`src/rtl/ram_access_arbiter.sv`:
```
// ram_access_arbiter
// Shares one 16x8 program/data RAM between the CPU control sequencer
// (requester 0) and the front-panel loader (requester 1). Each access is a
// fixed three-state transaction: address setup, RAM strobe, data capture.
// The CPU has priority. A starvation counter lets the panel win after
// STARVE_LIMIT consecutive contested CPU grants.
//
// state   | meaning
// --------+----------------------------------------------------------
// IDLE    | no transaction; arbitrate on any request
// SETUP   | winner's address/data driven to the RAM, strobe low
// STROBE  | RamEn high for one cycle, RamWren = latched write flag
// CAPTURE | RamQ valid; read data captured at end, owner's Done high

module ram_access_arbiter #(
  parameter int ADDR_W       = 4,
  parameter int DATA_W       = 8,
  parameter int STARVE_LIMIT = 3
) (
  input  logic              SysClock,
  input  logic              Clear,
  input  logic              CpuReq,
  input  logic              CpuWrite,
  input  logic [ADDR_W-1:0] CpuAddr,
  input  logic [DATA_W-1:0] CpuWData,
  output logic              CpuGnt,
  output logic              CpuDone,
  input  logic              PnlReq,
  input  logic              PnlWrite,
  input  logic [ADDR_W-1:0] PnlAddr,
  input  logic [DATA_W-1:0] PnlWData,
  output logic              PnlGnt,
  output logic              PnlDone,
  output logic [DATA_W-1:0] RData,
  output logic [ADDR_W-1:0] RamAddr,
  output logic [DATA_W-1:0] RamWData,
  output logic              RamEn,
  output logic              RamWren,
  input  logic [DATA_W-1:0] RamQ,
  output logic              Busy
);

  // Counter is 4 bits wide, enough for the whole 1..15 limit range.
  localparam logic [3:0] LIMIT = 4'(STARVE_LIMIT);

  typedef enum logic [1:0] {
    IDLE    = 2'd0,
    SETUP   = 2'd1,
    STROBE  = 2'd2,
    CAPTURE = 2'd3
  } state_t;

  state_t     state;
  logic [3:0] starve_cnt;
  logic       lat_write;
  logic       owner_pnl;
  logic       pnl_wins;

  // Arbitration decision; only consumed while in IDLE.
  always_comb begin
    pnl_wins = 1'b0;
    if (PnlReq && (!CpuReq || (starve_cnt == LIMIT)))
      pnl_wins = 1'b1;
  end

  // Transaction sequencer: state, latched request, starvation counter and
  // all registered outputs.
  always_ff @(posedge SysClock) begin
    if (Clear) begin
      state      <= IDLE;
      starve_cnt <= '0;
      lat_write  <= 1'b0;
      owner_pnl  <= 1'b0;
      CpuGnt     <= 1'b0;
      PnlGnt     <= 1'b0;
      CpuDone    <= 1'b0;
      PnlDone    <= 1'b0;
      RamEn      <= 1'b0;
      RamWren    <= 1'b0;
      Busy       <= 1'b0;
      RamAddr    <= '0;
      RamWData   <= '0;
      RData      <= '0;
    end else begin
      case (state)
        IDLE: begin
          CpuDone <= 1'b0;
          PnlDone <= 1'b0;
          RamEn   <= 1'b0;
          RamWren <= 1'b0;
          if (CpuReq || PnlReq) begin
            state     <= SETUP;
            Busy      <= 1'b1;
            owner_pnl <= pnl_wins;
            CpuGnt    <= ~pnl_wins;
            PnlGnt    <= pnl_wins;
            if (pnl_wins) begin
              lat_write  <= PnlWrite;
              RamAddr    <= PnlAddr;
              RamWData   <= PnlWData;
              starve_cnt <= '0;
            end else begin
              lat_write  <= CpuWrite;
              RamAddr    <= CpuAddr;
              RamWData   <= CpuWData;
              // Count only contested CPU wins; an absent panel resets it.
              if (!PnlReq)
                starve_cnt <= '0;
              else if (starve_cnt != LIMIT)
                starve_cnt <= starve_cnt + 4'd1;
            end
          end else begin
            starve_cnt <= '0;
          end
        end

        SETUP: begin
          state   <= STROBE;
          RamEn   <= 1'b1;
          RamWren <= lat_write;
        end

        STROBE: begin
          state   <= CAPTURE;
          RamEn   <= 1'b0;
          RamWren <= 1'b0;
          CpuDone <= ~owner_pnl;
          PnlDone <= owner_pnl;
        end

        CAPTURE: begin
          state   <= IDLE;
          CpuDone <= 1'b0;
          PnlDone <= 1'b0;
          CpuGnt  <= 1'b0;
          PnlGnt  <= 1'b0;
          Busy    <= 1'b0;
          if (!lat_write)
            RData <= RamQ;
        end

        default: begin
          state <= IDLE;
        end
      endcase
    end
  end

endmodule

```
`config.mk`:
```
export PLATFORM = sky130hd
export DESIGN_NAME = ram_access_arbiter
export DESIGN_NICKNAME = d
export VERILOG_FILES = /design/src/rtl/ram_access_arbiter.sv
export SDC_FILE = /design/constraint.sdc
export NUM_CORES = 1
export LEC_CHECK = 0
export CAP_MARGIN = 20
export CORE_UTILIZATION = 45
export CTS_BUF_LIST = sky130_fd_sc_hd__clkbuf_4
export DETAILED_ROUTE_END_ITERATION = 12
export GPL_ROUTABILITY_DRIVEN = 1
export MAX_ROUTING_LAYER = met4
export PLACE_DENSITY = 0.88
export SLEW_MARGIN = 20
export SYNTH_ARGS = -nofsm -noshare
export SYNTH_HDL_FRONTEND = slang
export SYNTH_SLANG_ARGS = --single-unit
```
`constraint.sdc`:
```
create_clock -name SysClock -period 2.2 [get_ports SysClock]
set_clock_uncertainty 0.2 [all_clocks]
set_input_delay 0.44 -clock SysClock [delete_from_list [all_inputs] [get_ports SysClock]]
set_output_delay 0.44 -clock SysClock [all_outputs]
set_load 0.1 [all_outputs]
```
==> flow_metrics.py <==
metrics = {
    "critical_path": {
        "cp_data_arrival_time_ps": 1890,
        "reg2reg_to": "RamWData[3]",
        "worst_setup_path_end_kind": "flip-flop",
        "worstSetupPathType": "primary input to flip-flop",
        "reg2reg_slack_ps": 380,
        "crit_fanout": 15,
        "ff2ff_path_depth": 7,
        "worstPathRequired_ps": 2240,
        "start_kind": "primary input",
        "reg2reg_from": "state[0]",
    },
    "floorplan": {
        "initial_utilization": 0.484,
        "core_region_area_mm2": 0.00344,
        "die_h_um": 62.8,
        "dieArea_mm2": 0.00395,
        "io_pins": 65,
        "die_w_um": 62.8,
        "rows": 21,
    },
    "synthesis": {
        "synth_seq_area_share": 0.421,
        "synth_top_area_cell": "dfxtp_1",
        "synth.most_common_cell": "dfxtp_1",
        "muxShareOfSynthArea": 0.0601,
        "synth_cell_types": 32,
        "synthAdderAreaFrac": 0.0451,
        "netlist_instances": 175,
        "synth_area_mm2": 0.00167,
        "post_synth_xor_area_fraction": 0.0158,
        "synth_compound_area_frac": 0.122,
        "syn-num-nets": 219,
        "synth_flop_cell": "dfxtp_1",
        "synth_simple_gate_area_frac": 0.272,
        "synth.area.top_cells": "dfxtp_1 (42%), and4b_1 (7.8%), a211oi_1 (6.3%), nor2_1 (6.1%), mux2i_1 (6.0%)",
        "async_reset_ff_frac": 0,
        "synth_edf_count": 0,
        "yosys.area.top_type_share": 0.421,
        "synth_warnings": 0,
        "ys_seq_elements": 35,
        "synth_top_family_by_area": "simple AND/OR/NAND/NOR gates",
        "syn_area_per_cell_um2": 9.52,
        "synthTopCellsByCount": "dfxtp_1 (35), nor2_1 (27), a211oi_1 (14)",
    },
    "sta": {
        "finalHoldViolCount": 0,
        "rsz0062_at_grt": "no",
        "slew_headroom": 0.614,
        "timing.final.crit_period_ps": 1860,
        "worst_slew_pin_slew_ps": 579,
        "hold_ws_ps": 265,
        "fmax_mhz": 538,
        "finalCritPeriodShare": 0.845,
        "slew_viol_final": 0,
        "fin_setup_tns_ps": 0,
        "final-setup-viol-count": 0,
    },
    "power": {
        "power_density_mw_per_mm2": 1430,
        "finalPower_mw": 3.37,
        "vdd_drop_max_mv": 0.641,
        "leakagePower_nw": 0.965,
    },
    "global_route": {
        "busiest_layer": "met2",
        "grt_pass1_wl_um": 6730,
        "use_met3": 0.0493,
        "grt_max_degree": 36,
        "use_met2": 0.386,
        "first_global_vias": 1486,
        "antenna_found_initial": 0,
        "grt_use_total": 0.223,
        "grt_overflow_total": 0,
        "use_met1": 0.243,
    },
    "route": {
        "drt_wl_total_um": 4110,
        "vias": 1534,
        "drt-pass1-iter-count": 4,
        "avgRoutedWirePerCell_um": 14.3,
        "drt.antenna.violating_nets": 0,
        "drc": 0,
        "routed_via_density": 5.33,
        "drtIter0Drc": 67,
    },
    "min_path": {
        "min_to": "PnlDone",
        "hold_depth": 2,
        "hp-class": "flip-flop to flip-flop",
        "hp-start": "PnlDone",
    },
    "flow_run": {
        "drv_cap": 0,
    },
    "cts": {
        "cts_resized": 0,
        "clkSlewWorstSetupHoldPaths_ps": 100,
        "cts_tree": "built",
        "clock_path_buffers": 2,
        "clkSinkCount": 35,
        "postCtsHoldBufs": 0,
        "cts_buffers": 5,
        "h-tree-depth": 2,
        "clock-root-buffer": "clkbuf_4",
        "insertion_delay_ps": 330,
        "cts_setup_buffers": 0,
    },
    "finish": {
        "antenna_cells": 0,
        "num-fill-cells": 289,
        "drive_above_1_share": 0.207,
        "num-nets-final": 286,
        "syn_to_final_growth_pct": 41.5,
    },
    "place": {
        "dp_hpwl_um": 3000,
        "portBuffers": 64,
        "gpl.final_weighted_congestion": 0.775,
    },
    "status": {
        "status": "finished clean",
    },
}
## cell type report
type	instances	area, µm²	area share
repair buffers	76	688	0.292
clock inverters	2	8.76	0.00372
clock buffers	5	37.5	0.0159
inverters	2	7.51	0.00318
well taps	46	57.6	0.0244
multi-input cells	122	857	0.364
flip-flops and latches	35	701	0.297
## kinds of logic (layout without fill, tap and decap cells)
logic type / after synthesis / count (layout)
AND/OR/NAND/NOR: 73 / 73
flip-flops: 35 / 35
AO/OA/AOI/OAI: 30 / 30
buffers and inverters: 18 / 85
multiplexers: 10 / 10
adder cells (fa/ha/maj): 6 / 6
XOR/XNOR: 3 / 3
## per-layer routing
| metal | wire length, µm | share of wire |
|---|---|---|
| met1 | 1750 | 0.43 |
| met5 | 0 | 0 |
| met4 | 61 | 0.015 |
| met2 | 2140 | 0.52 |
| met3 | 152 | 0.037 |
## metrics by stage
step	cells	instance area (µm²)	utilization	worst slack, ps
3_3_place_gp	281	2310	0.671	72.5
5_1_grt	288	2360	0.685	217
4_1_cts	288	2360	0.685	373
3_5_place_dp	281	2310	0.671	52.4
2_1_floorplan	175	1670	-	577
6_report	288	2360	0.685	341
## sequential cells by signal, summed over array words and instances, names as in the netlist
signal	cells
lat_write	1
CpuGnt	1
state	2
RamAddr	4
RamEn	1
starve_cnt	4
PnlGnt	1
PnlDone	1
Busy	1
CpuDone	1
RamWren	1
RData	8
owner_pnl	1
RamWData	8
## worst max-delay path, cell delays in order
cell and delay (ps):
clkdlybuf4s50_1 540, nand2b_1 500, a211oi_1 160, nor4_1 250
## cells in the final DEF, fill, tap and decap left out, types with 2 or more instances in the layout
master and count:
and4b_1 13, mux2i_1 10, nor4_1 12, o21ai_0 3, nand2b_1 2, inv_1 2, ha_1 6, buf_12 2
xor2_1 2, a211oi_1 14, o21a_1 2, nor3_1 5, nor3b_1 2, nor2_1 27, buf_4 37, clkbuf_4 5
a21oi_1 8, clkdlybuf4s50_1 37, dfxtp_1 35, nand2_1 4
## worst max-delay path by stage
stage                         from  depth (start not counted)           to  slack [ps]
after global placement      CpuReq                          4  RamWData[1]          70
final                       CpuReq                          4  RamWData[3]         340
after global routing      state[0]                          7  RamWData[3]         220
after CTS                 state[0]                          7  RamWData[3]         370
after floorplan           state[0]                          7      RamWren         580
after detailed placement    CpuReq                          4  RamWData[3]          50
## where the power goes
| part | internal [mW] | total (mW) | switching, mW |
|---|---|---|---|
| Sequential | 0.813 | 0.925 | 0.112 |
| Clock | 0.113 | 0.312 | 0.199 |
| Combinational | 0.612 | 2.13 | 1.52 |
| Total | 1.54 | 3.37 | 1.83 |
No activity file was read; power rests on OpenSTA's default activity.
